**config.mk**
```make
export PLATFORM = sky130hd
export DESIGN_NAME = shared_bus_arbiter
export DESIGN_NICKNAME = d
export VERILOG_FILES = /design/src/rtl/shared_bus_arbiter.sv
export SDC_FILE = /design/constraint.sdc
export NUM_CORES = 1
export LEC_CHECK = 0
export BUFFER_PORTS_ARGS = -buffer_cell sky130_fd_sc_hd__buf_2
export CAP_MARGIN = 20
export CORE_MARGIN = 2
export CORE_UTILIZATION = 39
export DETAILED_ROUTE_END_ITERATION = 10
export PLACE_DENSITY = 0.75
export SYNTH_ARGS = -nofsm -noshare
export SYNTH_HDL_FRONTEND = slang
export SYNTH_SLANG_ARGS = --single-unit
```
**constraint.sdc**
```tcl
create_clock -name clk -period 1.6 [get_ports clk]
set_input_delay 0.24 -clock clk [delete_from_list [all_inputs] [get_ports clk]]
set_output_delay 0.24 -clock clk [all_outputs]
set_load 0.01 [all_outputs]
```
**src/rtl/shared_bus_arbiter.sv**
```systemverilog
// shared_bus_arbiter: round-robin N-master arbiter driving one shared slave port with wait states and back-pressure.
// Define ARB_TIMEOUT_EN to force an error acknowledge when the slave stalls for TIMEOUT_CYCLES.
module shared_bus_arbiter #(
  parameter int NUM_MASTERS    = 2,
  parameter int ADDR_W         = 24,
  parameter int DATA_W         = 16,
  parameter int WAIT_STATES    = 2,
  parameter int TIMEOUT_CYCLES = 255
) (
  input  logic                                clk,
  input  logic                                rst,
  input  logic [NUM_MASTERS-1:0]              m_req,
  input  logic [NUM_MASTERS-1:0]              m_we,
  input  logic [NUM_MASTERS*ADDR_W-1:0]       m_addr,
  input  logic [NUM_MASTERS*DATA_W-1:0]       m_wdata,
  input  logic [(NUM_MASTERS*DATA_W/8)-1:0]   m_be,
  output logic [NUM_MASTERS-1:0]              m_grant,
  output logic [NUM_MASTERS-1:0]              m_ack,
  output logic [NUM_MASTERS-1:0]              m_err,
  output logic [DATA_W-1:0]                   m_rdata,
  output logic                                s_en,
  output logic                                s_we,
  output logic [ADDR_W-1:0]                   s_addr,
  output logic [DATA_W-1:0]                   s_wdata,
  output logic [DATA_W/8-1:0]                 s_be,
  input  logic [DATA_W-1:0]                   s_rdata,
  input  logic                                s_ready
);
  localparam int IW = $clog2(NUM_MASTERS);
  localparam int BW = DATA_W / 8;
  typedef enum logic [1:0] {IDLE, ACCESS, ACK} state_t;
  state_t                 state_q, state_d;
  logic [IW-1:0]          own_q, own_d, last_q, last_d, win;
  logic [NUM_MASTERS-1:0] grant_q, grant_d, ack_q, ack_d, err_q, err_d, mask_q, mask_d, elig;
  logic [3:0]             cnt_q, cnt_d;
  logic [DATA_W-1:0]      rdata_q, rdata_d, wdata_q, wdata_d;
  logic [ADDR_W-1:0]      addr_q, addr_d;
  logic [BW-1:0]          be_q, be_d;
  logic                   we_q, we_d, en_q, en_d, done, tout;
  logic [ADDR_W-1:0]      addr_a  [NUM_MASTERS];
  logic [DATA_W-1:0]      wdata_a [NUM_MASTERS];
  logic [BW-1:0]          be_a    [NUM_MASTERS];
  int                     idx, wi;
  for (genvar g = 0; g < NUM_MASTERS; g++) begin : g_unpack
    assign addr_a[g]  = m_addr[g*ADDR_W +: ADDR_W];
    assign wdata_a[g] = m_wdata[g*DATA_W +: DATA_W];
    assign be_a[g]    = m_be[g*BW +: BW];
  end
  assign done = state_q == ACCESS && cnt_q == 4'd0 && s_ready;
`ifdef ARB_TIMEOUT_EN
  localparam int TW = $clog2(TIMEOUT_CYCLES + 1);
  logic [TW-1:0] tcnt_q, tcnt_d;
  assign tout   = state_q == ACCESS && !done && tcnt_q == TW'(TIMEOUT_CYCLES - 1);
  assign tcnt_d = state_q == ACCESS ? tcnt_q + 1'b1 : '0;
  always_ff @(posedge clk) tcnt_q <= rst ? '0 : tcnt_d;
`else
  assign tout = 1'b0;
`endif
  // Scan downward so the candidate nearest to last+1 is the final assignment and wins.
  always_comb begin
    elig = m_req & ~mask_q;
    idx  = 0;
    wi   = 0;
    for (int k = NUM_MASTERS; k >= 1; k--) begin
      idx = (int'(last_q) + k) % NUM_MASTERS;
      if (elig[IW'(idx)]) wi = idx;
    end
    win = IW'(wi);
  end
  always_comb begin
    state_d = state_q;
    own_d   = own_q;
    last_d  = last_q;
    grant_d = grant_q;
    cnt_d   = cnt_q;
    rdata_d = rdata_q;
    we_d    = we_q;
    addr_d  = addr_q;
    wdata_d = wdata_q;
    be_d    = be_q;
    en_d    = en_q;
    ack_d   = (done || tout) ? grant_q : '0;
    err_d   = tout ? grant_q : '0;
    mask_d  = state_q == ACK ? grant_q : '0;
    case (state_q)
      IDLE: if (|elig) begin
        state_d = ACCESS;
        own_d   = win;
        grant_d = NUM_MASTERS'(1) << win;
        we_d    = m_we[win];
        addr_d  = addr_a[win];
        wdata_d = wdata_a[win];
        be_d    = be_a[win];
        cnt_d   = 4'(WAIT_STATES);
        en_d    = 1'b1;
      end
      ACCESS: begin
        cnt_d = cnt_q != 4'd0 ? cnt_q - 4'd1 : cnt_q;
        if (done || tout) begin
          state_d = ACK;
          last_d  = own_q;
          en_d    = 1'b0;
          rdata_d = tout ? '1 : s_rdata;
        end
      end
      default: begin
        state_d = IDLE;
        grant_d = '0;
      end
    endcase
  end
  always_ff @(posedge clk)
    if (rst) begin
      state_q <= IDLE;
      own_q   <= '0;
      last_q  <= IW'(NUM_MASTERS - 1);
      grant_q <= '0;
      ack_q   <= '0;
      err_q   <= '0;
      mask_q  <= '0;
      cnt_q   <= '0;
      rdata_q <= '0;
      we_q    <= 1'b0;
      addr_q  <= '0;
      wdata_q <= '0;
      be_q    <= '0;
      en_q    <= 1'b0;
    end else begin
      state_q <= state_d;
      own_q   <= own_d;
      last_q  <= last_d;
      grant_q <= grant_d;
      ack_q   <= ack_d;
      err_q   <= err_d;
      mask_q  <= mask_d;
      cnt_q   <= cnt_d;
      rdata_q <= rdata_d;
      we_q    <= we_d;
      addr_q  <= addr_d;
      wdata_q <= wdata_d;
      be_q    <= be_d;
      en_q    <= en_d;
    end
  assign m_grant = grant_q;
  assign m_ack   = ack_q;
  assign m_err   = err_q;
  assign m_rdata = rdata_q;
  assign s_en    = en_q;
  assign s_we    = we_q;
  assign s_addr  = addr_q;
  assign s_wdata = wdata_q;
  assign s_be    = be_q;
endmodule
```
==> results of run 1 <==
## layer usage
metal | share of wire | vias up | global-route usage
li1 | - | 1399 | -
met1 | 0.42 | 1309 | 0.222
met2 | 0.50 | 110 | 0.341
met3 | 0.068 | 9 | 0.0503
met4 | 0.011 | 0 | 0.0628
met5 | 0 | - | 0
## placed cells by master (no fill, tap or decap), types with 2 or more instances in the layout
master | synthesis | final
buf_2 | 7 | 170
dfxtp_1 | 74 | 72
a21o_1 | 44 | 44
a22o_1 | 43 | 43
nand2_1 | 34 | 31
a21oi_1 | 21 | 16
buf_4 | 2 | 15
clkbuf_8 | 0 | 11
a21oi_2 | 1 | 6
nor3_1 | 5 | 5
nor2_1 | 7 | 5
inv_1 | 6 | 4
clkinv_2 | 0 | 3
buf_6 | 5 | 3
buf_12 | 0 | 3
inv_2 | 0 | 2
nor2_4 | 0 | 2
nor4bb_1 | 2 | 2
and2_1 | 2 | 2
o41ai_1 | 2 | 2
nand2_2 | 0 | 2
conb_1 | 1 | 2
dfxtp_2 | 0 | 2
## how the worst max path moves through the flow
stage | from | to | slack, ns | depth (start not counted)
CTS | last_q | s_wdata[9] | -0.009 | 6
global route | cnt_q[0] | m_rdata[12] | -0.03 | 7
finish | cnt_q[1] | m_rdata[12] | 0.02 | 7
detailed placement | mask_q[0] | s_addr[21] | -0.12 | 4
floorplan | state_q[1] | s_addr[0] | 0.006 | 6
global placement | state_q[1] | s_addr[10] | -0.03 | 6
## kinds of logic (layout without fill, tap and decap cells)
logic type	count (synthesis)	in the layout	share of synthesized area
buffers and inverters	30	215	0.0576
other	1	2	0.00130
flip-flops	74	74	0.513
AO/OA/AOI/OAI	117	117	0.314
adder cells (fa/ha/maj)	2	2	0.00867
AND/OR/NAND/NOR	63	64	0.105
## worst register-to-register path: stages, from the launching register on
cell and delay, ns:
dfxtp_2 0.34, inv_2 0.08, ha_4 0.13, nor3b_4 0.29, and3_4 0.31, clkbuf_16 0.17
nand2_1 0.06, a21oi_1 0.14
## state kept, by name, summed over array words and instances, names as in the netlist
register	cells
cnt_q	4
s_addr	24
m_ack	2
own_q	1
s_en	1
state_q	2
m_rdata	16
last_q	1
s_be	2
s_we	1
m_grant	2
mask_q	2
s_wdata	16
## timing repair
| action | CTS | global route |
|---|---|---|
| resized for setup | 4 | 28 |
| gates cloned | 1 | 3 |
| pin swaps | 1 | 7 |
| setup buffers | 1 | 4 |
| endpoints found under the setup margin | 61 | 64 |
## final cells by class
type | count | area share
tap | 99 | 0.0289
timing repair buffer | 193 | 0.255
multi-input combinational | 185 | 0.317
inverter | 6 | 0.00526
clock inverter | 5 | 0.0123
sequential | 74 | 0.347
clock buffer | 11 | 0.0354
## metrics by stage
step	hold WS [ns]	setup slack (ns)	instance area, µm²	power (W)
after global routing	0.125	-0.0292	4280	0.00481
after floorplan	0.376	0.00613	2900	0.00265
after detailed placement	0.435	-0.120	3890	0.00307
after CTS	0.120	-0.00876	4130	0.00455
after global placement	0.427	-0.0330	3890	0.00303
final	0.139	0.0236	4280	0.00456
## report_power, final
| group | leakage [nW] | switching (W) | internal [W] | total, W |
|---|---|---|---|---|
| Sequential | 0.608 | 0.0000912 | 0.00202 | 0.00211 |
| Combinational | 1.64 | 0.000498 | 0.000506 | 0.00100 |
| Clock | 0.105 | 0.000648 | 0.000797 | 0.00145 |
==> flow_summary.toml, run 1 <==
[status]
status = "finished clean"

[drt]
drt-pass1-iter-count = 4
drt.antenna.violating_nets = 0
routed_via_density = 4.93
finalWirelength_um = 8270
num_vias = 2827
drt_iter0_markers = 64
wl_per_cell_um = 14.4
drc = 0

[placed_design]
portBuffers = 170
dp_hpwl_um = 5620
dpl.cell_count = 548
place_congestion = 0.790

[logic_synthesis]
ys.flop_type = "dfxtp_1"
syn_inst = 287
ys_warn_count = 0
yosysUniqueCellTypes = 34
synth_common_cells = "dfxtp_1 (74), a21o_1 (44), a22o_1 (43)"
synth-edff-count = 0
yosys-top-cells-area = "dfxtp_1 (51%), a22o_1 (13%), a21o_1 (11%)"
synthArstFlopShare = 0
synth_area_um2 = 2890
yosysMostFrequentCell = "dfxtp_1"
yosysSeqAreaShare = 0.513
synth_top_area_share = 0.513
postSynthAreaPerCell_um2 = 10.1
ys_ff_latch = 74
yosysTopAreaCell = "dfxtp_1"

[final_layout]
regArea_um2 = 1480
fillers = 659
drive_gt1_frac = 0.496
multiInputGateArea_um2 = 1360
syn_to_final_growth_pct = 48.2
finalNonFillerCells = 573
post-route-util = 0.593
fin_nets = 578
num_antenna_cells = 0

[worst_setup_path]
end_kind = "register"
worstReg2RegStart = "cnt_q[1]"
worst_ep_required_time_ns = 1.86
cp_top_family = "simple AND/OR/NAND/NOR gates"
worstPathMaxFanout = 8
cp.buffers_inverters = 2
cp_slowest_stage_delay_ns = 0.34
regToRegSetupSlack_ns = 0.02
crit_arrival_ns = 1.83
cp_slowest_cell = "dfxtp_2"
start_kind = "register"
worstRegToRegCells = 7
crit_type = "register to register"
cp_cell_sequence = "inv_2, ha_4, nor3b_4, and3_4, clkbuf_16, nand2_1, a21oi_1"
timing.rr.end = "m_rdata[12]"

[global_route]
grt_start_max_net_pins = 32
grt-ovfl-total = 0
grtUsageTotal = 0.191
grt_pass1_wl_um = 12700
grt_pass1_vias = 2742
antenna_found_initial = 0

[timing]
setup_tns_ns = 0
setup_viol = 0
fin_crit_sh = 0.985
skew_ns = 0.00420
tightest_slew_ns = 0.542
fmax_mhz = 634
relSlewSlack = 0.638
hold_viol = 0
final.min_clock_period_ns = 1.58
rsz0062_at_grt = "yes"
final_max_slew_viol_count = 0

[power_and_ir_drop]
p_per_area_nw_per_um2 = 1070
ir_drop_uv = 498
leakage_nw = 2.35

[clock_network]
cts_tree = "built"
clockRootBuffer = "clkbuf_8"
clock-sinks = 74
ctsLongestPathBuffers = 2
clk_latency_ns = 0.33
clkSlewWorstSetupHoldPaths_ns = 0.07
cts_htree_levels = 3
cts_buffers = 9
hold_buffers = 0

[floorplanning]
initial_core_util = 0.400
num_rows = 31
dieArea_um2 = 8110
die_y_um = 90.0
io_pins = 173
die_width_um = 90.0
core_region_area_um2 = 7210

[worst_hold_path]
holdCritStartpoint = "s_rdata[9]"
holdPathStages = 3
hold-path-endpoint = "m_rdata[9]"
min_path_type = "input pin to register"

[flow_run]
maxCapViolations = 0
Note: power is estimated with default switching activity, not from simulation.
==> run 2: changes to the inputs <==
--- a/config.mk
+++ b/config.mk
@@ -5,10 +5,11 @@
 export SDC_FILE = /design/constraint.sdc
 export NUM_CORES = 1
 export LEC_CHECK = 0
+export ABC_AREA = 1
 export BUFFER_PORTS_ARGS = -buffer_cell sky130_fd_sc_hd__buf_2
 export CAP_MARGIN = 20
 export CORE_MARGIN = 2
-export CORE_UTILIZATION = 39
+export CORE_UTILIZATION = 41
 export DETAILED_ROUTE_END_ITERATION = 10
 export PLACE_DENSITY = 0.75
 export SYNTH_ARGS = -nofsm -noshare
==> run 2 against run 1 <==
Against the previous run: fmax grew 10%; critical path depth decreased by 1; area after synthesis grew 20%; worst hold slack got worse by 0.052 ns; design area grew 4.9%; register-to-register slack better by 0.14 ns; first-iteration DRC count rose by 61%; die area rose by 13%; sequential power is essentially flat; critical path type unchanged; largest cell class is now multi-input gates.
==> flow_summary.toml, run 2 <==
[clock_network]
clock-sinks = 74
cts_buffers = 9
hold_buffers = 0
clk_latency_ns = 0.34
post_cts_resized = 0
ctsLongestPathBuffers = 2
post-cts-setup-buffers = 0
cts_htree_levels = 3
clkSlewWorstSetupHoldPaths_ns = 0.08
clockRootBuffer = "clkbuf_8"
cts_tree = "built"

[global_route]
grt_start_max_net_pins = 46
grt-ovfl-total = 0
grt_pass1_vias = 3339
grt_pass1_wl_um = 14800
grtUsageTotal = 0.204
antenna_found_initial = 0

[power_and_ir_drop]
p_per_area_nw_per_um2 = 1010
clock_power_share = 0.313
total_power_w = 0.00454
leakage_nw = 2.39
ir_drop_uv = 414
swShare = 0.303
p_sw_w = 0.00137
p_comb_frac = 0.227
p_int_w = 0.00316
seqPwrFrac = 0.460

[logic_synthesis]
synth-edff-count = 0
synth_area_um2 = 3460
postSynthAreaPerCell_um2 = 7.01
synth_common_cells = "nand2_1 (222), dfxtp_1 (74), a21oi_1 (49)"
ys_ff_latch = 74
ys_warn_count = 0
yosysTopAreaCell = "dfxtp_1"
synth_top_area_share = 0.428
yosysUniqueCellTypes = 26
synthArstFlopShare = 0
syn_inst = 494
yosys-top-cells-area = "dfxtp_1 (43%), nand2_1 (24%), nand4_1 (8.0%)"
yosysMostFrequentCell = "nand2_1"
ys.flop_type = "dfxtp_1"
yosysSeqAreaShare = 0.428

[final_layout]
fin_nets = 755
fillers = 850
finalNonFillerCells = 755
syn_to_final_growth_pct = 29.6
final_cell_mix = "nand2_1 (222), buf_2 (170), dfxtp_1 (74)"
largest_reg_flops = 24
num_antenna_cells = 0
post-route-util = 0.546
fin_area_um2 = 4490
drive_gt1_frac = 0.315
final_common_cell = "nand2_1"

[flow_run]
maxCapViolations = 0

[worst_hold_path]
holdCritStartpoint = "s_rdata[8]"
min_path_type = "input pin to register"
holdPathStages = 3
hold-path-endpoint = "m_rdata[8]"

[worst_setup_path]
start_kind = "register"
worstPathMaxFanout = 18
worstRegToRegCells = 6
crit_arrival_ns = 1.70
crit_type = "register to register"
worst_ep_required_time_ns = 1.86
end_kind = "register"
worstReg2RegStart = "cnt_q[0]"
timing.rr.end = "m_ack[0]"
regToRegSetupSlack_ns = 0.17

[floorplanning]
initial_core_util = 0.421
die_y_um = 95.9
die_width_um = 95.9
num_rows = 33
io_pins = 173
dieArea_um2 = 9190
core_region_area_um2 = 8220

[placed_design]
dp_hpwl_um = 6960
placed_area_um2 = 4290
place_congestion = 0.790
portBuffers = 170
dpl.cell_count = 740

[drt]
wl_per_cell_um = 12.8
finalWirelength_um = 9660
routed_via_density = 4.99
drt_iter0_markers = 103
num_vias = 3768
drc = 0
drt-pass1-iter-count = 4
drt.antenna.violating_nets = 0

[timing]
fmax_mhz = 698
relSlewSlack = 0.555
hold_viol = 0
rsz0062_at_grt = "no"
final.min_clock_period_ns = 1.43
setup_viol = 0
final_max_slew_viol_count = 0
setup_tns_ns = 0
skew_ns = 0.0126
fin_crit_sh = 0.895
tightest_slew_ns = 0.666

[status]
status = "finished clean"
==> run 2: cell count changes after synthesis, moves of 4 or more <==
cell,previous run,this run
a21oi_1,21,49
nand2_1,34,222
nand4_1,0,44
nor3_1,5,0
nand3_1,1,27
nor2_1,7,11
buf_2,7,13
a21o_1,44,0
a22o_1,43,0
inv_1,6,11
==> run 2: power by group through the flow <==
stage	sequential, W	clock, W	combinational, W
final	0.00209	0.00142	0.00103
after global routing	0.00211	0.00154	0.00116
after CTS	0.00209	0.00146	0.00103
after detailed placement	0.00213	0	0.00103
after global placement	0.00213	0	0.00100
after floorplan	0.00219	0	0.000620
==> run 2: layer usage <==
| layer | vias up | global-route usage | share of wire |
|---|---|---|---|
| li1 | 1911 | - | - |
| met1 | 1696 | 0.239 | 0.42 |
| met2 | 151 | 0.361 | 0.47 |
| met3 | 10 | 0.0501 | 0.091 |
| met4 | 0 | 0.0738 | 0.012 |
| met5 | - | 0 | 0 |
==> run 2: how the worst max path moves through the flow <==
| stage | start | endpoint | cells past startpoint |
|---|---|---|---|
| 2_1_floorplan | cnt_q[0] | m_rdata[10] | 7 |
| 3_3_place_gp | mask_q[0] | s_addr[20] | 7 |
| 3_5_place_dp | mask_q[0] | s_addr[18] | 7 |
| 4_1_cts | state_q[1] | s_addr[18] | 5 |
| 5_1_grt | cnt_q[0] | m_ack[0] | 6 |
| 6_report | cnt_q[0] | m_ack[0] | 6 |
==> run 2: cells by family (layout without fill, tap and decap cells) <==
family / count (synthesis) / in the layout / synth area share
other: 1 / 2 / 0.00108
flip-flops: 74 / 74 / 0.428
AO/OA/AOI/OAI: 50 / 50 / 0.0723
adder cells (fa/ha/maj): 2 / 2 / 0.00723
AND/OR/NAND/NOR: 312 / 312 / 0.399
buffers and inverters: 54 / 209 / 0.0900
XOR/XNOR: 1 / 1 / 0.00253
==> run 2: critical path: stages (launching register included) <==
cell     delay, ns
dfxtp_1       0.31
inv_1         0.14
ha_1          0.26
nand4_4       0.19
nor2_8        0.26
inv_1         0.10
nor2_1        0.10
==> run 2: cell type report <==
type | instances | area, µm² | share of cell area
multi-input cells | 367 | 1670 | 0.373
flip-flops and latches | 74 | 1480 | 0.330
repair buffers | 179 | 947 | 0.211
clock buffers | 11 | 141 | 0.0315
well taps | 105 | 131 | 0.0293
inverters | 15 | 61.3 | 0.0137
clock inverters | 4 | 52.6 | 0.0117
==> run 2: per-stage QoR <==
| step | setup WS [ns] | hold slack [ns] |
|---|---|---|
| floorplan | 0.317 | 0.343 |
| CTS | 0.121 | 0.0660 |
| finish | 0.168 | 0.0870 |
| global placement | 0.207 | 0.427 |
| detailed placement | 0.143 | 0.430 |
| global route | 0.0691 | 0.0794 |
==> run 3: changes to the inputs <==
--- a/config.mk
+++ b/config.mk
@@ -8,6 +8,7 @@
 export ABC_AREA = 1
 export BUFFER_PORTS_ARGS = -buffer_cell sky130_fd_sc_hd__buf_2
 export CAP_MARGIN = 20
+export CORE_ASPECT_RATIO = 1.1
 export CORE_MARGIN = 2
 export CORE_UTILIZATION = 41
 export DETAILED_ROUTE_END_ITERATION = 10
==> run 3 against run 2 <==
Against the previous run: final cell count rose by 1.2%; routed wire length rose by 1.4%; fmax fell by 0.21%; critical path type unchanged; critical endpoint is now s_addr[21]; die area barely moved.
==> flow_summary.toml, run 3 (same netlist as run 2, synthesis figures left out) <==
[clock_network]
cts_htree_levels = 3
clkSlewWorstSetupHoldPaths_ns = 0.08
cts_buffers = 9
post_cts_resized = 0
ctsLongestPathBuffers = 2
post-cts-setup-buffers = 0
clock-sinks = 74
hold_buffers = 0
clockRootBuffer = "clkbuf_8"
cts_tree = "built"
clk_latency_ns = 0.35

[power_and_ir_drop]
p_per_area_nw_per_um2 = 1070
ir_drop_uv = 610
leakage_nw = 2.41
total_power_w = 0.00488

[floorplanning]
initial_core_util = 0.418
dieArea_um2 = 9200
core_region_area_um2 = 8280
io_pins = 173
die_width_um = 91.6
die_y_um = 100
num_rows = 35

[final_layout]
syn_to_final_growth_pct = 31.2
drive_gt1_frac = 0.317
num_antenna_cells = 0
fin_nets = 757
post-route-util = 0.549
largest_reg_flops = 24
final_cell_mix = "nand2_1 (222), buf_2 (170), dfxtp_1 (74)"
fillers = 814
final_common_cell = "nand2_1"
fin_area_um2 = 4540

[drt]
drt-pass1-iter-count = 4
routed_via_density = 4.98
wl_per_cell_um = 12.8
drt_iter0_markers = 181
drc = 0
drt.antenna.violating_nets = 0
finalWirelength_um = 9800
num_vias = 3801

[timing]
fin_crit_sh = 0.897
final_max_slew_viol_count = 0
hold_viol = 0
setup_tns_ns = 0
fmax_mhz = 697
final.min_clock_period_ns = 1.44
rsz0062_at_grt = "no"
skew_ns = 0.00895
setup_viol = 0

[worst_setup_path]
cp_top_family = "simple AND/OR/NAND/NOR gates"
crit_type = "register to register"
regToRegSetupSlack_ns = 0.16
cp_slowest_stage_delay_ns = 0.36
crit_arrival_ns = 1.70
worstReg2RegStart = "state_q[1]"
worstPathMaxFanout = 45
cp.buffers_inverters = 1
worstRegToRegCells = 5
timing.rr.end = "s_addr[21]"
end_kind = "register"
start_kind = "register"
worst_ep_required_time_ns = 1.87
cp_cell_sequence = "nor2_1, nand2_4, inv_4, nand2_1, a21oi_1"
cp_slowest_cell = "dfxtp_1"

[worst_hold_path]
hold-path-endpoint = "m_rdata[15]"
min_path_type = "input pin to register"
holdCritStartpoint = "s_rdata[15]"
holdPathStages = 3

[placed_design]
placed_area_um2 = 4300
portBuffers = 170
dp_hpwl_um = 7060
place_congestion = 0.813

[global_route]
grt_pass1_wl_um = 15700
antenna_found_initial = 0
grt_pass1_vias = 3468
grt-ovfl-total = 0
grtUsageTotal = 0.212
grt_start_max_net_pins = 46

[status]
status = "finished clean"

[flow_run]
maxCapViolations = 0
-- run 3: cell count changes in the layout (fill, tap and decap cells not counted), sizes merged --
cell | previous run | this run
buf | 179 | 181
bufinv | 1 | 3
clkinv | 3 | 1
clkbuf | 11 | 12
-- run 3: power by group --
group	switching (W)	internal (W)	leakage, nW
Clock	0.000681	0.00108	0.121
Sequential	0.0000902	0.00200	0.607
Combinational	0.000622	0.000403	1.68
Total	0.00139	0.00349	2.41
-- run 3: worst max path at each step --
| stage | startpoint | to | slack [ns] | cells past startpoint |
|---|---|---|---|---|
| 6_report | state_q[1] | s_addr[21] | 0.16 | 5 |
| 5_1_grt | state_q[1] | s_wdata[3] | 0.01 | 5 |
| 4_1_cts | state_q[1] | s_wdata[7] | 0.16 | 5 |
| 3_5_place_dp | state_q[1] | s_wdata[7] | 0.19 | 5 |
| 3_3_place_gp | state_q[1] | s_addr[15] | 0.26 | 5 |
| 2_1_floorplan | cnt_q[0] | m_rdata[10] | 0.32 | 7 |
-- run 3: area by class of cell --
type / count / area (µm²) / share of cell area
Clock buffer: 12 / 145 / 0.0320
Sequential cell: 74 / 1480 / 0.326
Inverter: 15 / 58.8 / 0.0129
Multi-Input combinational cell: 367 / 1670 / 0.368
Timing Repair Buffer: 181 / 946 / 0.208
Clock inverter: 4 / 98.8 / 0.0218
Tap cell: 111 / 139 / 0.0306
-- run 3: metrics by stage --
stage               hold slack (ns)  std cells  setup slack [ns]
CTS                          0.0667        764             0.163
global placement              0.428        748             0.259
finish                       0.0759        764             0.165
detailed placement            0.433        748             0.189
global route                 0.0659        764            0.0149
floorplan                     0.343        495             0.317
-- run 3: tightest hold or removal path, cell delays in order --
cell and delay, ns:
buf_2 0.07, nand2_1 0.04, nand2_1 0.04
-- run 3: per-layer routing --
| layer | up-vias | global-route usage | part of all wire |
|---|---|---|---|
| li1 | 1916 | - | - |
| met1 | 1740 | 0.251 | 0.42 |
| met2 | 135 | 0.379 | 0.51 |
| met3 | 10 | 0.0518 | 0.064 |
| met4 | 0 | 0.0653 | 0.012 |
| met5 | - | 0 | 0 |
